<file path="src/rtl/uart_bridge_pkg.sv">
// Shared constants and state encoding for the UART register bridge.
package uart_bridge_pkg;

    // Command opcodes as they arrive on the serial link
    localparam logic [7:0] OP_WR   = 8'h57;  // 'W'
    localparam logic [7:0] OP_RD   = 8'h52;  // 'R'

    // Single-byte responses pushed back to the host
    localparam logic [7:0] RSP_OK  = 8'h4B;  // 'K'
    localparam logic [7:0] RSP_ERR = 8'h45;  // 'E'
    localparam logic [7:0] RSP_TO  = 8'h54;  // 'T'

    typedef enum logic [2:0] {
        ST_IDLE     = 3'd0,
        ST_GET_OP   = 3'd1,
        ST_GET_ADDR = 3'd2,
        ST_GET_DATA = 3'd3,
        ST_BUS_WR   = 3'd4,
        ST_BUS_RD   = 3'd5,
        ST_RD_WAIT  = 3'd6,
        ST_RESP     = 3'd7
    } bridge_state_t;

endpackage

</file>
<file path="src/rtl/uart_byte_fetch.sv">
// RX FIFO pop handshake and inter-byte timeout counter.
// rd_en is issued combinationally when a byte is wanted and available; the
// byte shows up on rx_data the next cycle, flagged by byte_valid.
module uart_byte_fetch #(
    parameter int unsigned TIMEOUT_CYC = 4096,
    parameter int unsigned CNT_W       = 16
) (
    input  logic       clk,
    input  logic       reset,
    input  logic       fetch_en,   // FSM is in a GET_* state
    input  logic       tmo_en,     // FSM is mid-frame (GET_ADDR/GET_DATA)
    input  logic       clr,        // restart the timeout for a new frame
    input  logic       rx_empty,
    input  logic [7:0] rx_data,
    output logic       rd_en,
    output logic       byte_valid,
    output logic [7:0] rx_byte,
    output logic       timeout
);

    // With the timeout disabled the counter still saturates, just at all-ones
    localparam logic [CNT_W-1:0] CNT_LIM =
        (TIMEOUT_CYC == 0) ? {CNT_W{1'b1}} : CNT_W'(TIMEOUT_CYC);

    logic             pend;
    logic [CNT_W-1:0] cnt;

    assign timeout    = (TIMEOUT_CYC != 0) && (cnt >= CNT_LIM);
    // pend blocks a second pop while the previous byte is still in flight;
    // an expired frame must not swallow a byte that belongs to the next one
    assign rd_en      = fetch_en && !rx_empty && !pend && !(tmo_en && timeout);
    assign byte_valid = pend;
    assign rx_byte    = rx_data;

    // Track the in-flight pop: the FIFO presents data the cycle after rd_en
    always_ff @(posedge clk or posedge reset) begin
        if (reset) pend <= 1'b0;
        else       pend <= rd_en;
    end

    // Idle-cycle counter: cleared by every captured byte, saturating
    always_ff @(posedge clk or posedge reset) begin
        if (reset)
            cnt <= '0;
        else if (clr || pend)
            cnt <= '0;
        else if (tmo_en && rx_empty && (cnt < CNT_LIM))
            cnt <= cnt + 1'b1;
    end

endmodule

</file>
<file path="src/rtl/uart_reg_bridge.sv">
// Host command bridge: parses 'W'/'R' frames from the RX FIFO, performs one
// register-bus access and pushes a single response byte into the TX FIFO.
module uart_reg_bridge
    import uart_bridge_pkg::*;
#(
    parameter int unsigned TIMEOUT_CYC = 4096,
    parameter int unsigned CNT_W       = 16
) (
    input  logic       clk,
    input  logic       reset,
    input  logic       rx_empty,
    input  logic [7:0] rx_data,
    output logic       rd_en,
    input  logic       tx_full,
    output logic [7:0] tx_data,
    output logic       wr_en,
    output logic [7:0] reg_addr,
    output logic [7:0] reg_wdata,
    output logic       reg_we,
    output logic       reg_re,
    input  logic [7:0] reg_rdata,
    output logic       busy
);

    bridge_state_t state;
    logic          is_wr;      // frame opcode was 'W'
    logic [7:0]    addr_q;     // write address held until the data byte lands
    logic [7:0]    resp_q;     // response byte, doubles as tx_data
    logic          byte_valid;
    logic [7:0]    rx_byte;
    logic          timeout;
    logic          fetch_en;
    logic          tmo_en;

    assign fetch_en = (state == ST_GET_OP) || (state == ST_GET_ADDR) ||
                      (state == ST_GET_DATA);
    assign tmo_en   = (state == ST_GET_ADDR) || (state == ST_GET_DATA);

    uart_byte_fetch #(
        .TIMEOUT_CYC (TIMEOUT_CYC),
        .CNT_W       (CNT_W)
    ) u_fetch (
        .clk        (clk),
        .reset      (reset),
        .fetch_en   (fetch_en),
        .tmo_en     (tmo_en),
        .clr        (state == ST_IDLE),
        .rx_empty   (rx_empty),
        .rx_data    (rx_data),
        .rd_en      (rd_en),
        .byte_valid (byte_valid),
        .rx_byte    (rx_byte),
        .timeout    (timeout)
    );

    assign wr_en   = (state == ST_RESP) && !tx_full;
    assign tx_data = resp_q;
    assign busy    = (state != ST_IDLE);

    // Frame FSM; bus strobes are single-cycle pulses, address/data hold
    always_ff @(posedge clk or posedge reset) begin
        if (reset) begin
            state     <= ST_IDLE;
            is_wr     <= 1'b0;
            addr_q    <= '0;
            resp_q    <= '0;
            reg_addr  <= '0;
            reg_wdata <= '0;
            reg_we    <= 1'b0;
            reg_re    <= 1'b0;
        end else begin
            reg_we <= 1'b0;
            reg_re <= 1'b0;
            case (state)
                ST_IDLE: state <= ST_GET_OP;
                ST_GET_OP: begin
                    if (byte_valid) begin
                        if (rx_byte == OP_WR || rx_byte == OP_RD) begin
                            is_wr <= (rx_byte == OP_WR);
                            state <= ST_GET_ADDR;
                        end else begin
                            resp_q <= RSP_ERR;
                            state  <= ST_RESP;
                        end
                    end
                end
                ST_GET_ADDR: begin
                    if (byte_valid) begin
                        if (is_wr) begin
                            addr_q <= rx_byte;
                            state  <= ST_GET_DATA;
                        end else begin
                            reg_addr <= rx_byte;
                            reg_re   <= 1'b1;
                            state    <= ST_BUS_RD;
                        end
                    end else if (timeout) begin
                        resp_q <= RSP_TO;
                        state  <= ST_RESP;
                    end
                end
                ST_GET_DATA: begin
                    if (byte_valid) begin
                        reg_addr  <= addr_q;
                        reg_wdata <= rx_byte;
                        reg_we    <= 1'b1;
                        state     <= ST_BUS_WR;
                    end else if (timeout) begin
                        resp_q <= RSP_TO;
                        state  <= ST_RESP;
                    end
                end
                ST_BUS_WR: begin
                    resp_q <= RSP_OK;
                    state  <= ST_RESP;
                end
                ST_BUS_RD:  state <= ST_RD_WAIT;
                ST_RD_WAIT: begin
                    resp_q <= reg_rdata;
                    state  <= ST_RESP;
                end
                ST_RESP: begin
                    if (!tx_full) state <= ST_IDLE;
                end
                default: state <= ST_IDLE;
            endcase
        end
    end

endmodule

</file>
<file path="config.mk">
export PLATFORM = sky130hd
export DESIGN_NAME = uart_reg_bridge
export DESIGN_NICKNAME = d
export VERILOG_FILES = /design/src/rtl/uart_bridge_pkg.sv /design/src/rtl/uart_byte_fetch.sv /design/src/rtl/uart_reg_bridge.sv
export SDC_FILE = /design/constraint.sdc
export NUM_CORES = 1
export LEC_CHECK = 0
export ABC_AREA = 1
export CORE_UTILIZATION = 45
export CTS_CLUSTER_DIAMETER = 150
export DETAILED_ROUTE_END_ITERATION = 10
export PLACE_DENSITY = 0.69
export SLEW_MARGIN = 5
export SYNTH_ARGS = -nofsm -noshare
export SYNTH_HDL_FRONTEND = slang
export SYNTH_SLANG_ARGS = --single-unit
</file>
<file path="constraint.sdc">
create_clock -name clk -period 3.9 [get_ports clk]
set_input_delay 1.17 -clock clk [delete_from_list [all_inputs] [get_ports clk]]
set_output_delay 1.17 -clock clk [all_outputs]
set_load 0.02 [all_outputs]
</file>
; Word-level counts from Yosys, hierarchy flattened
; Index checks and enable logic that the tools add are counted.
[totals]
in_bits = 20
elab_cells = 83
ff_bits = 55
[op_classes]
n_eq_ne = 17
mux = 24
reduce_logical = 29
magnitude_cmp = 2
n_addsub = 1
[op_table]
columns = operator, n
row1 = 8-bit two-way mux, 7
row2 = 16-bit two-way mux, 2
row3 = 8-bit case mux with 4 select lines, 1
row4 = 3-bit two-way mux, 7
row5 = 3-bit case mux with 7 select lines, 1
row6 = 16-bit by 1-bit adder with 16-bit output (second input constant), 1
row7 = 8-bit by 7-bit == test with 1-bit output (second input constant), 2
row8 = 16-bit by 13-bit >= comparator with 1-bit output (second input constant), 1
row9 = 16-bit by 13-bit < comparator with 1-bit output (second input constant), 1
row10 = 8-bit case mux with 2 select lines, 1
row11 = 3-bit == test (second input constant), 4
row12 = 2-bit by 1-bit inequality test with 1-bit output (second input constant), 4
row13 = 2-bit inequality test (second input constant), 4
row14 = 1-bit logical AND, 7
row15 = 3-bit by 2-bit == test with 1-bit output (second input constant), 2
row16 = 3-bit AND reduction, 2
row17 = 1-bit logical OR, 5
row18 = 1-bit two-way mux, 5
row19 = 5-bit AND reduction, 1
row20 = 1-bit zero test, 4
row21 = 2-bit AND reduction, 2
row22 = 4-bit AND reduction, 1
row23 = 2-bit nonzero test, 2
row24 = 4-bit nonzero test, 1
row25 = 4 further kinds, 5

; Logic depth before layout (Yosys ltp)
[logic_depth]
depth_word = 6
ltp_mapped = 9
mapped_depth_nobuf = 8

; Modules after synthesis
; A second synthesis with hierarchy kept.
[hier_totals]
cells_unflattened = 365
hier_area_um2 = 3014.1
[by_module_without_submodules]
columns = module, seq_area_each_um2, instances, cells_per_inst, area_per_inst_um2
row1 = uart_reg_bridge, 950.9, 1, 228, 1955.6
row2 = uart_byte_fetch, 425.4, 1, 137, 1058.5

; Least setup slack after synthesis
; Ideal clock, no wire load.
[synth_path]
kind = input port to output port
start = input port rx_empty
end = output port rd_en
required_time_ps = 2730
stages = 1
slack_ps = 794
t_arrival_ps = 1936
path_cell_list = nor4_1
[synth_between]
elab_chain_len = 4
[synth_lines]
columns = element, line_no
row1 = from (decl), uart_reg_bridge.sv:11  ; input logic rx_empty,
row2 = 1-bit zero test, uart_byte_fetch.sv:31  ; assign rd_en = fetch_en && !rx_empty && !pend && !(tmo_en && timeout);
row3 = 1-bit logical AND (3 in series), uart_byte_fetch.sv:31
row4 = to (decl), uart_reg_bridge.sv:13  ; output logic rd_en,
; No other way between the ends.

; Worst setup path in the final report
; Same ends and word-level chain as after synthesis.

==> run metrics <==
number of standard cells after synthesis 360; die area 6800 sq um; cell-by-cell trace of the critical path clkdlybuf4s50_1, nor4_1, clkdlybuf4s50_1; endpoint of the worst hold-timing path tx_data[5]; Setup-failing EPs final 0; Resized cells post-CTS 0; Worst R2R Setup Slack between 2 and 2.5 ns; final clock period utilization by the worst path 0.976; count of distinct cell types in the synthesized netlist 33; number of DRC violations after detailed-routing iteration 0 145; Setup CP Type input port to primary output; clock slew seen by the registers of the worst setup and hold paths ~0.1 ns; data required time of the critical path 2.73 ns; setup repair after global routing missed its margin false; count of yosys warnings during synthesis 0; startpoint type of the worst setup path input port; total vias in the final route ~2400; # IOs 49; Core Region 6100 sq um; die span in y 82.4 microns; sequential area share after synthesis 0.473; final hold violation count 0; mean post-synth cell area a little over 8 sq um; number of detailed-routing iterations run before antenna repair 4; number of buffers created by CTS 5; Synth-to-Final Area Change 20.2%; area share of the leading cell type in the synthesized netlist 0.473; Wirelength per Cell 11.7 microns; root buffer selected by CTS sky130_fd_sc_hd__clkbuf_8; pwr dens 666 nW/um^2; max-cap viol count 0; transition time at the pin with the least slew margin 0.708 ns; clock tree from TritonCTS built; worst ir drop on vdd 0.356 mV; Top FF cell, synth sky130_fd_sc_hd__dfrtp_1; FF-to-FF Start state[1]; # diodes 0; number of enable flip-flop cells after synthesis 0; Worst Setup End Kind primary output; maximum clock insertion buffer count 2; sum of negative setup slack 0 ns; number of sinks handled by clock tree synthesis 55; Leak 1.76 nW; htree depth 2; Post-Syn Nets roughly 380; post-synthesis cell type with the largest combined area sky130_fd_sc_hd__dfrtp_1; highest clock rate 263 MHz; class of the tightest hold or removal check flop to flop; worst endpoint data arrival time 2.64 ns; first-pass GRT wire length between 9 and 10 mm; synthesized cell area between 2000 and 3000 sq um; Final ANT Viol Nets 0; via-per-instance ratio 4.86; number of global-route vias before repair 2109; fraction of layout cells with a size suffix above 1 0.112; setup bufs post-CTS 0; die width 82.4 microns; post-DP HPWL 4.33 mm; Worst setup startpoint rx_empty; slowest stage cell on the critical path sky130_fd_sc_hd__clkdlybuf4s50_1; Initial Util 0.478; overall track demand over capacity in global routing 0.185; final worst clock skew approximately 0.013 ns; endpoint of the worst register-to-register path u_fetch.cnt[5]; count of hold-fix buffers inserted at cts 0; final layout net count 430; path depth of the worst reg2reg path 7; final period demand of the worst path ~3.8 ns; maximum fanout count along the critical path 2; most area-consuming cells after synthesis sky130_fd_sc_hd__dfrtp_1 (47%), sky130_fd_sc_hd__nand2_1 (13%), sky130_fd_sc_hd__inv_1 (6.6%); flops & latches, synth 55; largest net degree at the start of global routing 31; Async S/R FF share, synth 1.00; Core Rows 28; count of final max-slew check failures 0; overflow left after global routing 0; most frequent cell on the critical path sky130_fd_sc_hd__clkdlybuf4s50_1; hold path startpoint tx_data[5]; worst stage delay on the critical path ~0.67 ns; final WL 5.68 mm; number of antenna violations at the first check in global routing 0; number of design rule violations left after detail routing 0; run status complete, no violations; total of fill cells in the finished design 575; number of instances on the worst hold path 2; gp weighted congestion about 0.85; Final Total Pwr between 0.002 and 0.0025 W; clock latency on the worst-skew pair 0.31 ns; Port Buffer Count 48; worst max-slew margin expressed relative to the limit 0.527
==> worst max-delay path: cells and delay by family <==
| family | cells | cell delay (ns) |
|---|---|---|
| simple gates | 1 | 0.36 |
| buf+inv | 2 | 1.10 |
==> synthesized netlist by cell type (all sizes together) (2+ instances only) <==
cell,instances
nand4,7
dfrtp,55
nor2,45
ha,2
inv,55
a21oi,14
nand3,23
nor3,4
o21ai,36
nand2,104
buf,8
==> cell usage in the layout, fill, tap and decap left out, types with 15 or more instances in the layout <==
cell type	count
sky130_fd_sc_hd__o21ai_0	15
sky130_fd_sc_hd__nor2_1	37
sky130_fd_sc_hd__clkdlybuf4s50_1	48
sky130_fd_sc_hd__inv_1	50
sky130_fd_sc_hd__o21ai_1	15
sky130_fd_sc_hd__nand2_1	98
sky130_fd_sc_hd__nand3_1	20
sky130_fd_sc_hd__dfrtp_1	55
==> through the flow <==
stage	utilization	setup WS (ns)	cells	hold slack, ns	cell area (sq um)
floorplan	-	0.794	360	0.473	2910
global placement	0.560	0.112	476	0.455	3410
detailed placement	0.560	0.0621	476	0.459	3410
CTS	0.574	0.0643	484	0.484	3500
global route	0.574	0.0161	484	0.507	3500
finish	0.574	0.0935	484	0.478	3500
==> state kept, by name, indices dropped and copies added (netlist names) <==
register,count
u_fetch.cnt,16
addr_q,8
reg_addr,8
reg_wdata,8
tx_data,8
state,3
is_wr,1
reg_re,1
reg_we,1
u_fetch.byte_valid,1
==> cells by family after synthesis <==
| logic type | share of synthesized area |
|---|---|
| simple gates | 0.303 |
| buf+inv | 0.104 |
| flops | 0.473 |
| compound gates | 0.112 |
| fa+ha+maj | 0.00859 |
==> layout make-up <==
| cell class | instances | area (sq um) | area share |
|---|---|---|---|
| flip-flops and latches | 55 | 1380 | 0.393 |
| multi-input cells | 241 | 1230 | 0.353 |
| repair buffers | 50 | 495 | 0.142 |
| inverters | 55 | 214 | 0.0612 |
| well taps | 75 | 93.8 | 0.0268 |
| clock buffers | 6 | 72.6 | 0.0207 |
| clock inverters | 2 | 12.5 | 0.00358 |
==> worst max-delay path by stage <==
stage | depth (start not counted) | endpoint | slack [ns]
after floorplan | 1 | rd_en | 0.79
after global placement | 3 | rd_en | 0.11
after detailed placement | 3 | rd_en | 0.06
after CTS | 3 | rd_en | 0.06
after global routing | 3 | rd_en | 0.02
final | 3 | rd_en | 0.09
==> metal layers <==
layer | track usage | share of wire | wire length [microns] | up-vias
met3 | 0.0407 | 0.049 | 278 | 4
met4 | 0.0386 | 0.0074 | 42 | 0
met5 | 0 | 0 | 0 | -
met1 | 0.234 | 0.47 | 2650 | 1074
met2 | 0.323 | 0.48 | 2720 | 52
li1 | - | - | - | 1223
==> power breakdown <==
group	internal [W]	switching, W
logic	0.000469	0.000692
clock network	0.000126	0.000181
registers	0.000728	0.000135
total	0.00132	0.00101
No activity file was read; power rests on OpenSTA's default activity.
